`config.mk`:
```
export PLATFORM = sky130hd
export DESIGN_NAME = trap_ctrl_flat
export DESIGN_NICKNAME = d
export VERILOG_FILES = /design/src/rtl/trap_ctrl_if.sv /design/src/rtl/trap_ctrl.sv /design/src/flat_wrapper.sv
export SDC_FILE = /design/constraint.sdc
export NUM_CORES = 1
export LEC_CHECK = 0
export CORE_AREA = 2 2 145 147
export CTS_CLUSTER_DIAMETER = 40
export DETAILED_ROUTE_END_ITERATION = 8
export DIE_AREA = 0 0 147 149
export PLACE_DENSITY = 0.65
export SLEW_MARGIN = 5
export SYNTH_ARGS = -nofsm -noshare
export SYNTH_HDL_FRONTEND = slang
export SYNTH_SLANG_ARGS = --single-unit
```
`constraint.sdc`:
```
create_clock -name clk -period 2.7 [get_ports clk]
set_clock_uncertainty 0.1 [all_clocks]
set_input_delay 0.54 -clock clk [delete_from_list [all_inputs] [get_ports clk]]
set_output_delay 0.54 -clock clk [all_outputs]
set_load 0.05 [all_outputs]
```
`src/rtl/trap_ctrl_if.sv`:
```
// Pipeline/CSR-file side bundle of the trap sequencer; master = pipeline and CSR file, slave = trap_ctrl.
// Carries event requests, live CSR values, CSR write strobes/values and the PC redirect.
interface trap_ctrl_if #(
  parameter int XLEN = 32
);
  logic            exc_valid;
  logic [3:0]      exc_code;
  logic [XLEN-1:0] exc_pc;
  logic [XLEN-1:0] exc_tval;
  logic            mret_req;
  logic [XLEN-1:0] int_pc;
  logic            irq_mei;
  logic            irq_msi;
  logic            irq_mti;
  logic [XLEN-1:0] mstatus;
  logic [XLEN-1:0] mie;
  logic [XLEN-1:0] mtvec;
  logic [XLEN-1:0] mepc;
  logic            csr_w;

  logic            trap;
  logic            mret;
  logic [XLEN-1:0] mepc_in;
  logic [XLEN-1:0] mcause_in;
  logic [XLEN-1:0] mtval_in;
  logic            flush;
  logic            redirect_valid;
  logic [XLEN-1:0] redirect_pc;
  logic            busy;

  modport master (
    output exc_valid, exc_code, exc_pc, exc_tval, mret_req, int_pc,
           irq_mei, irq_msi, irq_mti, mstatus, mie, mtvec, mepc, csr_w,
    input  trap, mret, mepc_in, mcause_in, mtval_in, flush,
           redirect_valid, redirect_pc, busy
  );

  modport slave (
    input  exc_valid, exc_code, exc_pc, exc_tval, mret_req, int_pc,
           irq_mei, irq_msi, irq_mti, mstatus, mie, mtvec, mepc, csr_w,
    output trap, mret, mepc_in, mcause_in, mtval_in, flush,
           redirect_valid, redirect_pc, busy
  );
endinterface

```
`src/rtl/trap_ctrl.sv`:
```
// Trap sequencer: exceptions/mret/interrupts -> CSR trap/mret strobe, flush, one redirect (vectored mode: TRAP_VECTORED_EN).
// Latency: strobe one cycle after the sampling edge, redirect one cycle later; +1 cycle per cycle csr_w is held.
// Backpressure: csr_w stalls the strobe in TRAP/RET; requests outside IDLE are ignored and re-sampled in IDLE.
module trap_ctrl #(
  parameter int XLEN = 32
) (
  input logic        clk,
  input logic        rst_n,
  trap_ctrl_if.slave bus
);

  localparam logic [1:0] IDLE  = 2'd0;
  localparam logic [1:0] TRAP  = 2'd1;
  localparam logic [1:0] RET   = 2'd2;
  localparam logic [1:0] REDIR = 2'd3;

  logic [1:0]      state;
  logic [XLEN-1:0] epc;
  logic [XLEN-1:0] cause;
  logic [XLEN-1:0] tval;
  logic [XLEN-1:0] target;

  logic [2:0]      ip;
  logic            int_any;
  logic [3:0]      int_code;
  logic [XLEN-1:0] int_cause;
  logic [XLEN-1:0] exc_cause;
  logic [XLEN-1:0] base;
  logic [XLEN-1:0] trap_vector;
  logic [XLEN-1:0] ret_target;

  // Pending vector ordered {MEI, MSI, MTI}, globally masked by mstatus.MIE.
  assign ip        = {bus.irq_mei & bus.mie[11],
                      bus.irq_msi & bus.mie[3],
                      bus.irq_mti & bus.mie[7]} & {3{bus.mstatus[3]}};
  assign int_any   = |ip;

  always_comb begin
    int_code = 4'd7;
    if (ip[2]) begin
      int_code = 4'd11;
    end else if (ip[1]) begin
      int_code = 4'd3;
    end
  end

  assign int_cause  = {1'b1, {(XLEN-5){1'b0}}, int_code};
  assign exc_cause  = {{(XLEN-4){1'b0}}, bus.exc_code};
  assign base       = {bus.mtvec[XLEN-1:2], 2'b00};
  assign ret_target = {bus.mepc[XLEN-1:2], 2'b00};

`ifdef TRAP_VECTORED_EN
  // Only interrupts vector; exceptions always land on the base address.
  always_comb begin
    trap_vector = base;
    if (bus.mtvec[1:0] == 2'b01 && cause[XLEN-1]) begin
      trap_vector = base + XLEN'({cause[3:0], 2'b00});
    end
  end
`else
  assign trap_vector = base;
`endif

  always_ff @(posedge clk or negedge rst_n) begin
    if (!rst_n) begin
      state  <= IDLE;
      epc    <= '0;
      cause  <= '0;
      tval   <= '0;
      target <= '0;
    end else begin
      case (state)
        IDLE: begin
          if (bus.exc_valid) begin
            epc   <= bus.exc_pc;
            cause <= exc_cause;
            tval  <= bus.exc_tval;
            state <= TRAP;
          end else if (bus.mret_req) begin
            state <= RET;
          end else if (int_any) begin
            epc   <= bus.int_pc;
            cause <= int_cause;
            tval  <= '0;
            state <= TRAP;
          end
        end
        TRAP: begin
          if (!bus.csr_w) begin
            target <= trap_vector;
            state  <= REDIR;
          end
        end
        RET: begin
          if (!bus.csr_w) begin
            target <= ret_target;
            state  <= REDIR;
          end
        end
        default: begin
          state <= IDLE;
        end
      endcase
    end
  end

  // Outputs decode straight from state so an async reset clears them in the same cycle.
  always_comb begin
    bus.trap           = 1'b0;
    bus.mret           = 1'b0;
    bus.mepc_in        = '0;
    bus.mcause_in      = '0;
    bus.mtval_in       = '0;
    bus.flush          = 1'b0;
    bus.redirect_valid = 1'b0;
    bus.redirect_pc    = '0;
    case (state)
      TRAP: begin
        bus.trap      = !bus.csr_w;
        bus.mepc_in   = epc;
        bus.mcause_in = cause;
        bus.mtval_in  = tval;
        bus.flush     = 1'b1;
      end
      RET: begin
        bus.mret      = !bus.csr_w;
        bus.mepc_in   = bus.mepc;
        bus.mcause_in = cause;
        bus.mtval_in  = tval;
        bus.flush     = 1'b1;
      end
      REDIR: begin
        bus.redirect_valid = 1'b1;
        bus.redirect_pc    = {target[XLEN-1:2], 2'b00};
      end
      default: begin
      end
    endcase
  end

  assign bus.busy = (state != IDLE);

  logic unused_bits;
  assign unused_bits = ^{bus.mstatus, bus.mie, bus.mtvec[1:0], bus.mepc[1:0], target[1:0]};

endmodule
```
`src/flat_wrapper.sv`:
```
// flat-port wrapper written by rule: the top's interface ports become plain ports
module trap_ctrl_flat 
#(
  parameter int XLEN = 32
)
  (clk, rst_n, bus_exc_valid, bus_exc_code, bus_exc_pc, bus_exc_tval, bus_mret_req, bus_int_pc, bus_irq_mei, bus_irq_msi, bus_irq_mti, bus_mstatus, bus_mie, bus_mtvec, bus_mepc, bus_csr_w, bus_trap, bus_mret, bus_mepc_in, bus_mcause_in, bus_mtval_in, bus_flush, bus_redirect_valid, bus_redirect_pc, bus_busy);
  trap_ctrl_if #(.XLEN(XLEN)) bus_i ();
  input logic clk;
  input logic rst_n;
  input wire logic [$bits(bus_i.exc_valid)-1:0] bus_exc_valid;
  input wire logic [$bits(bus_i.exc_code)-1:0] bus_exc_code;
  input wire logic [$bits(bus_i.exc_pc)-1:0] bus_exc_pc;
  input wire logic [$bits(bus_i.exc_tval)-1:0] bus_exc_tval;
  input wire logic [$bits(bus_i.mret_req)-1:0] bus_mret_req;
  input wire logic [$bits(bus_i.int_pc)-1:0] bus_int_pc;
  input wire logic [$bits(bus_i.irq_mei)-1:0] bus_irq_mei;
  input wire logic [$bits(bus_i.irq_msi)-1:0] bus_irq_msi;
  input wire logic [$bits(bus_i.irq_mti)-1:0] bus_irq_mti;
  input wire logic [$bits(bus_i.mstatus)-1:0] bus_mstatus;
  input wire logic [$bits(bus_i.mie)-1:0] bus_mie;
  input wire logic [$bits(bus_i.mtvec)-1:0] bus_mtvec;
  input wire logic [$bits(bus_i.mepc)-1:0] bus_mepc;
  input wire logic [$bits(bus_i.csr_w)-1:0] bus_csr_w;
  output wire logic [$bits(bus_i.trap)-1:0] bus_trap;
  output wire logic [$bits(bus_i.mret)-1:0] bus_mret;
  output wire logic [$bits(bus_i.mepc_in)-1:0] bus_mepc_in;
  output wire logic [$bits(bus_i.mcause_in)-1:0] bus_mcause_in;
  output wire logic [$bits(bus_i.mtval_in)-1:0] bus_mtval_in;
  output wire logic [$bits(bus_i.flush)-1:0] bus_flush;
  output wire logic [$bits(bus_i.redirect_valid)-1:0] bus_redirect_valid;
  output wire logic [$bits(bus_i.redirect_pc)-1:0] bus_redirect_pc;
  output wire logic [$bits(bus_i.busy)-1:0] bus_busy;
  assign bus_i.exc_valid = bus_exc_valid;
  assign bus_i.exc_code = bus_exc_code;
  assign bus_i.exc_pc = bus_exc_pc;
  assign bus_i.exc_tval = bus_exc_tval;
  assign bus_i.mret_req = bus_mret_req;
  assign bus_i.int_pc = bus_int_pc;
  assign bus_i.irq_mei = bus_irq_mei;
  assign bus_i.irq_msi = bus_irq_msi;
  assign bus_i.irq_mti = bus_irq_mti;
  assign bus_i.mstatus = bus_mstatus;
  assign bus_i.mie = bus_mie;
  assign bus_i.mtvec = bus_mtvec;
  assign bus_i.mepc = bus_mepc;
  assign bus_i.csr_w = bus_csr_w;
  assign bus_trap = bus_i.trap;
  assign bus_mret = bus_i.mret;
  assign bus_mepc_in = bus_i.mepc_in;
  assign bus_mcause_in = bus_i.mcause_in;
  assign bus_mtval_in = bus_i.mtval_in;
  assign bus_flush = bus_i.flush;
  assign bus_redirect_valid = bus_i.redirect_valid;
  assign bus_redirect_pc = bus_i.redirect_pc;
  assign bus_busy = bus_i.busy;
  trap_ctrl #(.XLEN(XLEN)) u_core (.clk(clk), .rst_n(rst_n), .bus(bus_i));
endmodule
```
==> metrics.sh <==
CELLPOWERDENSITY_nW_PER_UM2=1320
FINISH.CELL_COUNT_WITHOUT_FILLERS=1139
SYNTH_TOP_CELLS_BY_AREA='dfrtp_1 43%, mux2_2 13%, and2_1 7.3%'
DETAIL_ROUTE.VIAS_PER_CELL=4.52
STARTING_DENSITY_PCT=28.5
CLOCK_SINK_COUNT=101
GRT.MET2_USAGE_PCT=30.6
TIMING.SETUP.TNS_NS=0
SYNTH_COMMON_CELLS='101 x dfrtp_1, 68 x and2_1, 66 x mux2_2, 61 x o21ai_0, 36 x inv_1'
STATUS='finished, final reports clean'
GRT.TOTAL_USAGE_PCT=17.8
GR-TOTAL-OVERFLOW=0
MET3_USAGE_IN_GLOBAL_ROUTING_PCT=3.79
WORST_R2R_ENDPOINT='u_core.state[1]$_DFFE_PN0P_'
NUM-FILL-CELLS=1847
CRITPATHMAXFANOUT=28
FINAL.MIN_CLOCK_PERIOD_NS=2.60
FINAL_SETUP_VIOLATIONS=0
WIRE_LENGTH_OF_THE_FIRST_GLOBAL_ROUTING_PASS_UM=30200
WORSTREGTOREGCELLS=6
SYN_AREA_PER_CELL_SQ_UM=9.79
DIE_WIDTH_UM=147
NUMCTSBUFFERS=9
SETUP.WORST_PATH.START='u_core.state[1]$_DFFE_PN0P_'
CLOCK_PATH_BUFFERS=2
NETLIST.AREA_LEADER.SHARE_PCT=43.1
SETUP.WORST_PATH.END_CLASS='output pin'
FIRST_GLOBAL_VIAS=5292
CP.REQUIRED_NS=2.06
HOLDCRITPATHCLASS='in2async'
ROUTE.VIAS.TOTAL=5144
GRT.BUSIEST_LAYER='met2'
CRITICAL_PATH_CLASS='reg2out'
YS.WARNINGS.COUNT=0
STD_CELL_ROWS=53
TIMING_WORST_SLEW_PIN_VALUE_NS=0.672
SYNTHESIS.AREA_SQ_UM=5870
HTREE_NUM_LEVELS=3
GRT_SETUP_UNREPAIRED='no'
PIN_COUNT_OF_THE_BIGGEST_NET_ENTERING_GLOBAL_ROUTING=61
HOLD_VIOL_FINAL=0
N_ANTENNA_CELL=0
CRITPATHLAUNCHTYPE='flop'
PLACE_WS_NS=0.192
WORST_SKEW_PAIR.LATE_LATENCY_NS=0.34
YOSYSUNIQUECELLTYPES=33
RATIO_OF_CELLS_WITH_DRIVE_ABOVE_1_IN_THE_FINAL_LAYOUT_PCT=28.5
SYNTHESIS.INSTANCES=599
NUMBER_OF_ANTENNA_VIOLATIONS_AT_THE_FIRST_CHECK_IN_GLOBAL_ROUTING=0
POST-SYNTH-TOP-COUNT-CELL='dfrtp_1'
AREA_GROWTH_PCT=75.7
TRITONCTS_CLOCK_TREE='yes'
LAYOUT.NETS=1099
WORST_SLACK_NS=0.0965
DPL.HPWL_UM=14600
FINAL-MAX-SLEW-VIOLATION-COUNT=0
CLKTRANSATPATHREGS_NS=0.07
SYNTH.FF_LATCH_COUNT=101
MAX_CLOCK_FREQ_GHz=0.384
HOLD-WORST-SLACK_NS=0.114
DESIGN.DIE.AREA_SQ_UM=21900
FINAL_WORST_PATH_CYCLE_SHARE_PCT=96.4
IO_BUFFERS=277
SYNTH_EDF_COUNT=0
GPL.FINAL_WEIGHTED_CONGESTION=0.745
CELLLEAKAGEPOWER_nW=4.26
WORST-ENDPOINT-ARRIVAL_NS=1.96
SYNTH_AREA_LEADER_CELL='dfrtp_1'
CTSROOTBUFFERMASTER='clkbuf_16'
MAXCAPVIOLATIONS=0
ROUTED_WIRELENGTH_UM=19600
DRT_FIRST_ITER_VIOLATIONS=262
SLEW-LIMIT-HEADROOM_PCT=55.2
COREAREA_SQ_UM=20600
ROUTED_WIRE_LENGTH_PER_INSTANCE_UM=17.2
WORST_CASE_REGISTER_TO_REGISTER_SETUP_SLACK_NS=0.67
DIE_H_UM=149
CRITICAL_PATH.ENDPOINT='bus_mepc_in[31]'
ASYNCSETRESETFLOPFRACSYNTH_PCT=100
SYNTH_TOP_FLOP_CELL='dfrtp_1'
GROUTE.LAYER.MET1.USAGE_PCT=22.4
DP_CELLS=1121
FINAL_ANT_VIOL_NETS=0
DRC_ERRORS_LEFT=0
IR_WORST_VDD_V=0.000896
DRTPASS1ITERATIONS=4
SEQ_AREA_FRAC_SYNTH_PCT=43.1
CRIT-REG2REG-LAUNCH='u_core.state[0]$_DFFE_PN0P_'
IOPINCOUNT=369
-- flip-flops by register name (all words and copies together) (netlist names) --
| name | count |
|---|---|
| u_core.cause | 5 |
| u_core.epc | 32 |
| u_core.tval | 32 |
| u_core.state | 2 |
| u_core.target | 30 |
-- critical path, stage by stage, from the launching register on --
cell and delay [ns]:
dfrtp_1 0.44, inv_1 0.14, ha_2 0.33, buf_12 0.24, a22oi_1 0.11, nor2b_2 0.20, buf_12 0.16
-- through the flow --
step | utilization, % | power (mW) | instance area (sq um)
2_1_floorplan | - | 7.89 | 6050
3_3_place_gp | 48.7 | 12.4 | 10000
3_5_place_dp | 48.7 | 12.5 | 10000
4_1_cts | 50.1 | 13.8 | 10300
5_1_grt | 50.1 | 14.4 | 10300
6_report | 50.1 | 13.7 | 10300
-- final cells by class --
class,instances,area (sq um),area share [%]
Multi-Input combinational cell,413,2990,29.0
Sequential cell,101,2530,24.5
Inverter,37,139,1.35
Tap cell,275,344,3.34
Clock buffer,11,243,2.36
Clock inverter,5,35.0,0.340
Timing Repair Buffer,297,4030,39.1
-- per-layer routing --
| metal | wire, um | vias up | share of wire (%) |
|---|---|---|---|
| met1 | 8340 | 2463 | 43 |
| met2 | 9850 | 155 | 50 |
| met5 | 0 | - | 0 |
| met4 | 369 | 0 | 1.9 |
| li1 | - | 2505 | - |
| met3 | 1000 | 21 | 5.1 |
-- worst min-delay path by stage --
stage                                   end  slack, ns  cells past startpoint
3_5_place_dp   u_core.target[7]$_DFFE_PN0P_       0.36                      2
3_3_place_gp   u_core.target[9]$_DFFE_PN0P_       0.35                      2
6_report         u_core.tval[0]$_DFFE_PN0P_       0.11                      1
5_1_grt          u_core.tval[0]$_DFFE_PN0P_       0.16                      1
2_1_floorplan   u_core.cause[0]$_DFFE_PN0P_       0.14                      0
4_1_cts          u_core.tval[0]$_DFFE_PN0P_       0.14                      1
-- report_power, final --
group,internal [mW],switching [mW],total (mW)
sequential,2.27,0.366,2.63
combinational,4.51,5.25,9.76
clock,0.654,0.607,1.26
total,7.43,6.22,13.7
-- logic make-up after synthesis --
| group | count (synthesis) | share of synthesized area [%] |
|---|---|---|
| flops | 101 | 43.1 |
| fa+ha+maj | 4 | 0.853 |
| mux | 96 | 17.8 |
| buf+inv | 113 | 9.83 |
| simple gates | 172 | 16.3 |
| other cells | 1 | 0.0639 |
| compound gates | 112 | 12.0 |
-- cells in the final DEF (no fill, tap or decap), types with 2 or more instances in the layout --
cell and instances:
nand2b_1 3, a22oi_1 33, o41ai_1 2, o21a_1 3, o21ai_0 61, inv_1 36, clkinv_2 2, mux2i_1 30
or3_1 2, conb_1 29, buf_4 15, clkdlybuf4s50_1 171, mux2_2 66, nand2_1 31, a21oi_1 2, nor2b_1 2
buf_12 110, and2_1 68, nand3_1 33, nor2b_2 32, ha_4 2, dfrtp_1 101, o221ai_1 2, clkbuf_16 9
o21ai_1 2
-- timing repair --
item / 4_1_cts / 5_1_grt
resized for setup: 1 / 0
hold buffers: 0 / 0
pin swaps: 1 / 0
setup buffers: 0 / 2
setup endpoints to repair: 58 / 13
No activity file was read; power rests on OpenSTA's default activity.
